## src/rtl/dm_spi_frame_scheduler.sv

```systemverilog
// rtl/dm_spi_frame_scheduler.sv - frame sequencer driving six SPI DAC ports across four chip selects
module dm_spi_frame_scheduler #(
  parameter int NPORTS         = 6,
  parameter int NCS            = 4,
  parameter int WORD_W         = 24,
  parameter int GAP_CYCLES     = 8,
  parameter int TIMEOUT_CYCLES = 4096
) (
  input  logic                     i_clk,
  input  logic                     i_rst,
  input  logic                     i_cfg_we,
  input  logic [4:0]               i_cfg_addr,
  input  logic [WORD_W-1:0]        i_cfg_wdata,
  input  logic [NPORTS*NCS-1:0]    i_slot_mask,
  input  logic                     i_sw_trigger,
  input  logic                     i_pps,
  input  logic                     i_pps_en,
  input  logic [NPORTS-1:0]        i_spi_done,
  output logic [NPORTS-1:0]        o_spi_start,
  output logic [NPORTS*WORD_W-1:0] o_spi_data,
  output logic [1:0]               o_spi_cs_sel,
  output logic                     o_busy,
  output logic                     o_frame_done,
  output logic                     o_overrun,
  output logic                     o_timeout_err,
  output logic [15:0]              o_frame_count
);

  localparam int TW = (TIMEOUT_CYCLES > 2) ? $clog2(TIMEOUT_CYCLES) : 1;
  localparam int GW = $clog2(GAP_CYCLES) + 1;

  typedef enum logic [2:0] {S_IDLE, S_ISSUE, S_WAIT, S_GAP, S_DONE} state_t;

  state_t                     r_state, w_state_nxt;
  logic [WORD_W-1:0]          r_shadow [NCS][NPORTS];
  logic [1:0]                 r_cs_idx;
  logic [NPORTS-1:0]          r_pending;
  logic [NPORTS-1:0]          r_spi_start;
  logic [NPORTS*WORD_W-1:0]   r_spi_data;
  logic [1:0]                 r_spi_cs_sel;
  logic                       r_busy;
  logic                       r_overrun;
  logic                       r_timeout_err;
  logic [15:0]                r_frame_count;
  logic [TW-1:0]              r_to_cnt;
  logic [GW-1:0]              r_gap_cnt;
  logic                       w_trig;
  logic                       w_to_hit;
  logic                       w_gap_end;
  logic                       w_last_cs;
  logic [NPORTS-1:0]          w_mask;

  assign w_trig    = i_sw_trigger | (i_pps & i_pps_en);
  assign w_mask    = i_slot_mask[r_cs_idx*NPORTS +: NPORTS];
  assign w_to_hit  = (r_to_cnt == TW'(TIMEOUT_CYCLES - 1));
  assign w_gap_end = (r_gap_cnt == GW'(GAP_CYCLES - 1));
  assign w_last_cs = (r_cs_idx == 2'(NCS - 1));

  always_ff @(posedge i_clk) begin
    if (i_rst) r_state <= S_IDLE;
    else       r_state <= w_state_nxt;
  end

  always_comb begin
    w_state_nxt = r_state;
    case (r_state)
      S_IDLE:  if (w_trig) w_state_nxt = S_ISSUE;
      S_ISSUE: w_state_nxt = (w_mask == '0) ? S_GAP : S_WAIT;
      S_WAIT: begin
        if (r_pending == '0) w_state_nxt = S_GAP;
        else if (w_to_hit)   w_state_nxt = S_IDLE;
      end
      S_GAP:   if (w_gap_end) w_state_nxt = w_last_cs ? S_DONE : S_ISSUE;
      S_DONE:  w_state_nxt = S_IDLE;
      default: w_state_nxt = S_IDLE;
    endcase
  end

  always_ff @(posedge i_clk) begin
    if (i_rst) begin
      for (int c = 0; c < NCS; c++)
        for (int p = 0; p < NPORTS; p++)
          r_shadow[c][p] <= '0;
      r_cs_idx      <= '0;
      r_pending     <= '0;
      r_spi_start   <= '0;
      r_spi_data    <= '0;
      r_spi_cs_sel  <= '0;
      r_busy        <= 1'b0;
      r_overrun     <= 1'b0;
      r_timeout_err <= 1'b0;
      r_frame_count <= '0;
      r_to_cnt      <= '0;
      r_gap_cnt     <= '0;
    end else begin
      r_spi_start <= '0;
      r_overrun   <= w_trig && (r_state != S_IDLE);
      if (i_cfg_we && (i_cfg_addr[2:0] < 3'(NPORTS)))
        r_shadow[i_cfg_addr[4:3]][i_cfg_addr[2:0]] <= i_cfg_wdata;
      case (r_state)
        S_IDLE: begin
          if (w_trig) begin
            r_cs_idx      <= '0;
            r_timeout_err <= 1'b0;
            r_busy        <= 1'b1;
          end
        end
        S_ISSUE: begin
          for (int p = 0; p < NPORTS; p++)
            r_spi_data[p*WORD_W +: WORD_W] <= r_shadow[r_cs_idx][p];
          r_spi_start  <= w_mask;
          r_pending    <= w_mask;
          r_spi_cs_sel <= r_cs_idx;
          r_to_cnt     <= '0;
          r_gap_cnt    <= '0;
        end
        S_WAIT: begin
          // A done coincident with this group's start pulse belongs to nothing we issued.
          r_pending <= r_pending & ~(i_spi_done & ~r_spi_start);
          if (r_pending != '0) begin
            r_to_cnt <= r_to_cnt + 1'b1;
            if (w_to_hit) begin
              r_timeout_err <= 1'b1;
              r_busy        <= 1'b0;
              r_pending     <= '0;
            end
          end
        end
        S_GAP: begin
          r_gap_cnt <= r_gap_cnt + 1'b1;
          if (w_gap_end && !w_last_cs) r_cs_idx <= r_cs_idx + 1'b1;
        end
        S_DONE: begin
          r_frame_count <= r_frame_count + 1'b1;
          r_busy        <= 1'b0;
        end
        default: ;
      endcase
    end
  end

  assign o_spi_start   = r_spi_start;
  assign o_spi_data    = r_spi_data;
  assign o_spi_cs_sel  = r_spi_cs_sel;
  assign o_busy        = r_busy;
  assign o_frame_done  = (r_state == S_DONE);
  assign o_overrun     = r_overrun;
  assign o_timeout_err = r_timeout_err;
  assign o_frame_count = r_frame_count;

endmodule
```

## config.mk

```make
export PLATFORM = sky130hd
export DESIGN_NAME = dm_spi_frame_scheduler
export DESIGN_NICKNAME = d
export VERILOG_FILES = /design/src/rtl/dm_spi_frame_scheduler.sv
export SDC_FILE = /design/constraint.sdc
export NUM_CORES = 1
export LEC_CHECK = 0
export BUFFER_PORTS_ARGS = -buffer_cell sky130_fd_sc_hd__clkbuf_2
export CAP_MARGIN = 30
export CORE_ASPECT_RATIO = 1.2
export CORE_MARGIN = 4
export CORE_UTILIZATION = 40
export DETAILED_ROUTE_END_ITERATION = 8
export MAX_ROUTING_LAYER = met4
export PLACE_DENSITY = 0.68
export SETUP_SLACK_MARGIN = 0.2
export SYNTH_ARGS = -nofsm -noshare
export SYNTH_HDL_FRONTEND = slang
export SYNTH_SLANG_ARGS = --single-unit
```

## constraint.sdc

```tcl
create_clock -name i_clk -period 3.8 [get_ports i_clk]
set_clock_uncertainty 0.15 [all_clocks]
set_input_delay 0.57 -clock i_clk [delete_from_list [all_inputs] [get_ports i_clk]]
set_output_delay 0.57 -clock i_clk [all_outputs]
set_load 0.01 [all_outputs]
```

==> run_results.csv, run 1 <==
group,metric,value,unit
status,status,"finished, final reports clean",
sta,fin_crit_sh,0.688,
cells_and_area,fin_util,0.467,
route,wl_met3,6070,um
clock_tree,hold_buffers,0,
clock_tree,clk_latency,0.63,ns
floorplanning,die_h,320,um
cells_and_area,fillers,7092,
place,portBuffers,236,
pwr,p_seq_frac,0.482,
sta,setup_violations,0,
cells_and_area,layout.nets,2670,
pwr,power_switching,5.59,mW
pwr,clkPwrFrac,0.378,
sta,slew_headroom,0.499,
global_routing,grt_pass1_wl,121000,um
clock_tree,post_cts_resized,0,
clock_tree,cts_tree,"built",
pwr,p_int,15.5,mW
route,drt_pass1_iterations,6,
clock_tree,clock-sinks,774,
logic_synthesis,yosys_warnings,0,
logic_synthesis,ys.flop_type,"edfxtp_1",
pwr,swShare,0.265,
clock_tree,post_cts_buffers,0,
setup_path,endpoint_kind,"primary output",
setup_path,critPathRequiredTime,3.08,ns
logic_synthesis,synthCells,2415,
pwr,vdd_drop_max,0.511,mV
place,dp_hpwl,49200,um
clock_tree,clk_pin_slew,0.06,ns
setup_path,start_kind,"flop",
cells_and_area,multi_input_area,10500,um2
place,dp.cells,3561,
cells_and_area,regArea,21300,um2
floorplanning,die_w,268,um
route,detail_route.wl_per_cell,21.5,um
floorplanning,start_util,0.403,
route,drt_iter0_drc,1610,
global_routing,grt_max_degree,149,
logic_synthesis,yosys.cell_types.count,48,
logic_synthesis,synth-seq-cells,774,
clock_tree,root_buffer,"clkbuf_16",
sta,worst-slew-pin-transition,0.746,ns
setup_path,worstPathArrival,1.89,ns
logic_synthesis,async_flop_share,0,
route,met2_length,40300,um
place,gp_congestion,0.783,
clock_tree,cts_buffers,81,
floorplanning,die-area,85700,um2
route,viasPerCell,5.22,
route,postRouteWirelength,80100,um
global_routing,grt_pass1_vias,20012,
place,dpl_cell_area,34800,um2
floorplanning,rows,114,
logic_synthesis,synth_edf_count,576,
cells_and_area,drive_gt1_frac,0.227,
sta,slew_viol_final,0,
cells_and_area,area_delta_synth_final,15.7,%
setup_path,crit_fanout,12,
route,maxUsedRoutingLayer,"met4",
logic_synthesis,syn-num-nets,2484,
logic_synthesis,syn_area,32400,um2
cells_and_area,finish.instance_area,37500,um2
floorplanning,io_pins,237,
pwr,finalPower,21.1,mW
pwr,static-leakage-power,13.3,nW
clock_tree,h-tree-depth,3,
floorplanning,core,80400,um2
logic_synthesis,synth.avg_cell_area,13.4,um2
pwr,power_density,562,nW/um2
clock_tree,clockBufferDepth,3,
pwr,p_comb_frac,0.140,
route,met1Wirelength,32200,um
sta,worst_hold_slack,0.0936,ns
route,vias,19457,
sta,setup_slack,1.19,ns
global_routing,grt_use_total,0.191,
sta,rsz0062_at_grt,"no",
sta,max_freq,383,MHz
sta,period_minus_slack,2.61,ns
logic_synthesis,seq_area_frac_synth,0.656,
route,drc,0,
global_routing,antenna_found_initial,11,
setup_path,critPathKind,"flop to primary output",
run,max-cap-violations,0,
sta,tns,0,ns
sta,hold_violations,0,
route,ant_nets,0,
place,place_ws,1.12,ns
cells_and_area,final_cells,3727,
worst_hold_path,hold_path.class,"input port to flop",
global_routing,grt_overflow,0,
-- worst max-delay path, stage by stage (launching register included) --
cell and delay, ns:
dfxtp_1 0.51, nor3b_1 0.52, clkbuf_2 0.23
-- layout by cell type (no fill, tap or decap), types with 13 or more instances in the layout --
cell type,n
a21oi_1,163
and2_1,582
buf_4,54
clkbuf_1,17
clkbuf_16,84
clkbuf_2,239
clkinv_2,15
dfxtp_1,196
diode_2,15
edfxtp_1,576
mux4_2,150
nand2_1,320
nand3_1,14
nor2_1,67
nor3_1,13
o21ai_2,24
xor2_1,14
-- layout make-up --
cell class,instances,area share
sequential,774,0.567
tap,1044,0.0348
timing repair buffer,298,0.0469
inverter,5,0.000500
antenna,15,0.00100
clock buffer,109,0.0597
multi-input combinational,1441,0.278
clock inverter,41,0.0120
-- Yosys cell counts, drive strengths merged, types with 13 or more instances --
cell type | number | area, um2
a21oi | 163 | 816
mux4 | 150 | 3380
nor2 | 68 | 255
edfxtp | 576 | 17300
dfxtp | 198 | 3960
clkbuf | 149 | 559
nand3 | 14 | 70.1
and2 | 582 | 3640
xor2 | 14 | 123
o21ai | 34 | 170
nor3 | 13 | 65.1
buf | 46 | 238
nand2 | 321 | 1210
-- registers in the layout (all words and copies together), names as in the netlist --
signal / flops
r_shadow: 576
r_state: 3
o_overrun: 1
o_spi_cs_sel: 2
o_timeout_err: 1
o_frame_count: 16
r_cs_idx: 2
o_spi_start: 6
o_spi_data: 144
r_to_cnt: 12
r_pending: 6
r_gap_cnt: 4
o_busy: 1
-- power groups by stage --
stage                     Clock (mW)  Sequential, mW  Combinational [mW]
after floorplan                    0            10.4                1.70
after global placement             0            10.3                2.93
after detailed placement           0            10.4                2.98
after CTS                       8.13            10.2                2.99
after global routing            8.48            10.3                3.26
final                           7.98            10.2                2.95
-- path summary, 6_finish.rpt --
path | startpoint | end | slack [ns] | depth (start not counted)
max reg2reg | r_state[1]$_SDFFE_PP0P_ | r_to_cnt[4]$_SDFFE_PP0P_ | 1.31 | 5
max | r_state[2]$_SDFFE_PP0P_ | o_frame_done | 1.19 | 2
min reg2reg | o_spi_data[139]$_SDFFE_PP0P_ | o_spi_data[139]$_SDFFE_PP0P_ | 0.30 | 2
min | i_sw_trigger | o_overrun$_SDFF_PP0_ | 0.09 | 3
-- routing by layer --
metal | vias to the layer above | GRT usage
li1 | 8939 | -
met1 | 9803 | 0.242
met2 | 627 | 0.315
met4 | 0 | 0.0521
met3 | 88 | 0.0383
met5 | - | -
-- kinds of logic (layout without fill, tap and decap cells) --
kind of cell             count (synthesis)  count (layout)  share of synthesized area
buffers and inverters                  200             453                     0.0252
AO/OA/AOI/OAI                          216             216                     0.0348
other                                    0              15                          0
adder cells (fa/ha/maj)                  4               4                    0.00154
XOR/XNOR                                20              20                    0.00540
AND/OR/NAND/NOR                       1049            1049                      0.173
multiplexers                           152             152                      0.105
flip-flops                             774             774                      0.656
No activity file was read; power rests on OpenSTA's default activity.
==> inputs of run 2 (changes only) <==
ABC_AREA = 1   (was unset)
PLACE_DENSITY = 0.7   (was 0.68)
clock period = 2.4 ns   (was 3.8 ns; I/O delays follow)
==> run 2 against run 1 <==
Routed wire length rose by 8.2%. Critical endpoint unchanged. Final cell count increased by 14%. Critical path depth increased by 2. Highest routed layer unchanged. Combinational power increased to 2.6 times the previous value. Power up 77%.
==> run_results.csv, run 2 <==
group,metric,value,unit
floorplanning,die_h,317,um
global_routing,grt_max_degree,94,
floorplanning,start_util,0.403,
cells_and_area,largest_reg_flops,576,
place,portBuffers,236,
global_routing,grt_pass1_vias,21497,
logic_synthesis,ys.flop_type,"edfxtp_1",
setup_path,endpoint_kind,"primary output",
floorplanning,rows,113,
setup_path,crit_fanout,4,
global_routing,grt_pass1_wl,131000,um
floorplanning,io_pins,237,
route,drt_iter0_drc,2566,
logic_synthesis,synth.avg_cell_area,10.9,um2
sta,fin_crit_sh,0.854,
logic_synthesis,ys_top_cells_by_area,"edfxtp_1 (54%), dfxtp_1 (12%), nor2_1 (10%)",
status,status,"finished, final reports clean",
global_routing,grt_overflow,0,
logic_synthesis,synth_edf_count,576,
cells_and_area,top_register,"r_shadow",
clock_tree,clockBufferDepth,3,
route,postRouteWirelength,86700,um
cells_and_area,fillers,7007,
sta,period_minus_slack,2.05,ns
global_routing,grt_use_total,0.206,
cells_and_area,drive_gt1_frac,0.192,
setup_path,worst-path-buf-inv,2,
sta,slew_headroom,0.497,
logic_synthesis,async_flop_share,0,
logic_synthesis,yosys.cell_types.count,36,
cells_and_area,most-common-layout-cells,"nor2_1 (866), edfxtp_1 (576), o21ai_0 (322)",
setup_path,worstPathArrival,1.54,ns
cells_and_area,layout.nets,3197,
logic_synthesis,seq_area_frac_synth,0.667,
pwr,static-leakage-power,14.5,nW
setup_path,critPathRequiredTime,1.89,ns
worst_hold_path,hold_path.class,"input port to flop",
sta,rsz0062_at_grt,"no",
clock_tree,clk_pin_slew,0.06,ns
setup_path,critPathKind,"flop to primary output",
setup_path,max_stage_delay,0.33,ns
route,drc,0,
clock_tree,clock-sinks,774,
logic_synthesis,ys_top_cells_by_count,"nor2_1 (866), edfxtp_1 (576), o21ai_0 (322)",
place,gp_congestion,0.836,
clock_tree,root_buffer,"clkbuf_16",
setup_path,start_kind,"flop",
sta,tns,0,ns
clock_tree,cts_tree,"built",
pwr,power_density,1000,nW/um2
run,max-cap-violations,0,
cells_and_area,layout_commonest_cell,"nor2_1",
logic_synthesis,syn-num-nets,2979,
route,ant_nets,0,
route,viasPerCell,5.36,
setup_path,critical-path-top-delay-family,"flip-flops",
place,dp_hpwl,53200,um
logic_synthesis,yosysTopAreaCell,"edfxtp_1",
setup_path,cp_slowest_cell,"dfxtp_1",
route,vias,22691,
cells_and_area,fin_util,0.470,
sta,slew_viol_final,0,
sta,setup_violations,0,
route,detail_route.wl_per_cell,20.5,um
floorplanning,die-area,84200,um2
cells_and_area,area_delta_synth_final,16.7,%
logic_synthesis,yosysMostFrequentCell,"nor2_1",
pwr,vdd_drop_max,0.482,mV
sta,max_freq,488,MHz
logic_synthesis,synth-seq-cells,774,
clock_tree,cts_buffers,79,
logic_synthesis,synth_top_area_share,0.543,
sta,worst-slew-pin-transition,0.754,ns
logic_synthesis,yosys_warnings,0,
setup_path,path_cells,"inv_1, nand2_1, nor2_4, clkbuf_2",
global_routing,antenna_found_initial,3,
floorplanning,core,79000,um2
route,drt_pass1_iterations,6,
logic_synthesis,syn_area,31900,um2
sta,hold_violations,0,
clock_tree,clk_latency,0.64,ns
floorplanning,die_w,266,um
logic_synthesis,synthCells,2910,
clock_tree,h-tree-depth,3,
run 2: cell count changes after synthesis, moves of 150 or more:
| cell | before | now |
|---|---|---|
| and2_1 | 582 | 1 |
| mux4_2 | 150 | 0 |
| o21ai_0 | 33 | 322 |
| nand2_1 | 320 | 146 |
| nor2_1 | 68 | 866 |
run 2: per-layer routing:
layer | share of wire | vias up | wire (um) | GRT usage
met5 | 0 | - | 0 | -
met2 | 0.48 | 980 | 41700 | 0.328
met3 | 0.079 | 151 | 6840 | 0.0316
met1 | 0.41 | 10962 | 35700 | 0.275
met4 | 0.028 | 0 | 2460 | 0.0620
li1 | - | 10598 | - | -
run 2: power by group:
part	internal (mW)	switching (mW)	total (mW)
combinational	2.67	5.13	7.79
clock	7.47	5.25	12.7
sequential	15.9	0.871	16.8
total	26.0	11.2	37.3
run 2: stage by stage:
| step | instance area [um2] | total power [mW] | setup slack [ns] | hold slack, ns | instances |
|---|---|---|---|---|---|
| floorplan | 31900 | 21.2 | 0.241 | 0.285 | 2910 |
| global placement | 34300 | 24.7 | 0.155 | 0.288 | 4064 |
| detailed placement | 34300 | 24.8 | 0.196 | 0.293 | 4064 |
| CTS | 37100 | 37.5 | 0.292 | 0.00635 | 4230 |
| global route | 37200 | 38.9 | 0.224 | 0.0440 | 4233 |
| finish | 37200 | 37.3 | 0.350 | 0.0491 | 4233 |
run 2: layout make-up:
cell class / instances / area (um2) / area share
multi-input combinational: 1816 / 9040 / 0.243
sequential: 774 / 21300 / 0.572
clock inverter: 43 / 434 / 0.0117
timing repair buffer: 370 / 2490 / 0.0671
inverter: 87 / 350 / 0.00943
tap: 1035 / 1290 / 0.0348
antenna: 3 / 7.51 / 0.000202
clock buffer: 105 / 2270 / 0.0611
run 2: what timing repair did:
action | in CTS | in global routing
hold endpoints to repair | 12 | 0
pin swaps | 1 | 0
setup endpoints to repair | 1 | 1
gates resized for setup | 0 | 2
setup buffers | 1 | 0
hold buffers | 17 | 0
run 2: cell families after synthesis:
logic type | after synthesis | share of synthesized area
AOI/OAI and AO/OA | 656 | 0.127
and+or+nand+nor | 1155 | 0.153
xor gates and xnor gates | 1 | 0.000275
buffers and inverters | 320 | 0.0506
adders and majority gates | 4 | 0.00157
DFF | 774 | 0.667
run 2: worst register-to-register path: cells and delay by family, from the launching register on:
| kind | cells | cell delay, ns |
|---|---|---|
| AO/OA/AOI/OAI | 1 | 0.08 |
| buffers and inverters | 2 | 0.77 |
| AND/OR/NAND/NOR | 3 | 0.31 |
| flip-flops | 1 | 0.62 |
run 2: path summary, 6_finish.rpt:
kind	from	to	slack [ns]	cells past startpoint
setup / recovery	r_state[1]$_SDFFE_PP0P_	o_frame_done	0.35	4
hold / removal	i_slot_mask[12]	o_spi_start[0]$_SDFF_PP0_	0.05	6
setup reg to reg	r_cs_idx[0]$_SDFFE_PP0P_	r_pending[4]$_SDFFE_PP0P_	0.36	6
hold reg to reg	o_timeout_err$_SDFFE_PP0P_	o_timeout_err$_SDFFE_PP0P_	0.30	2
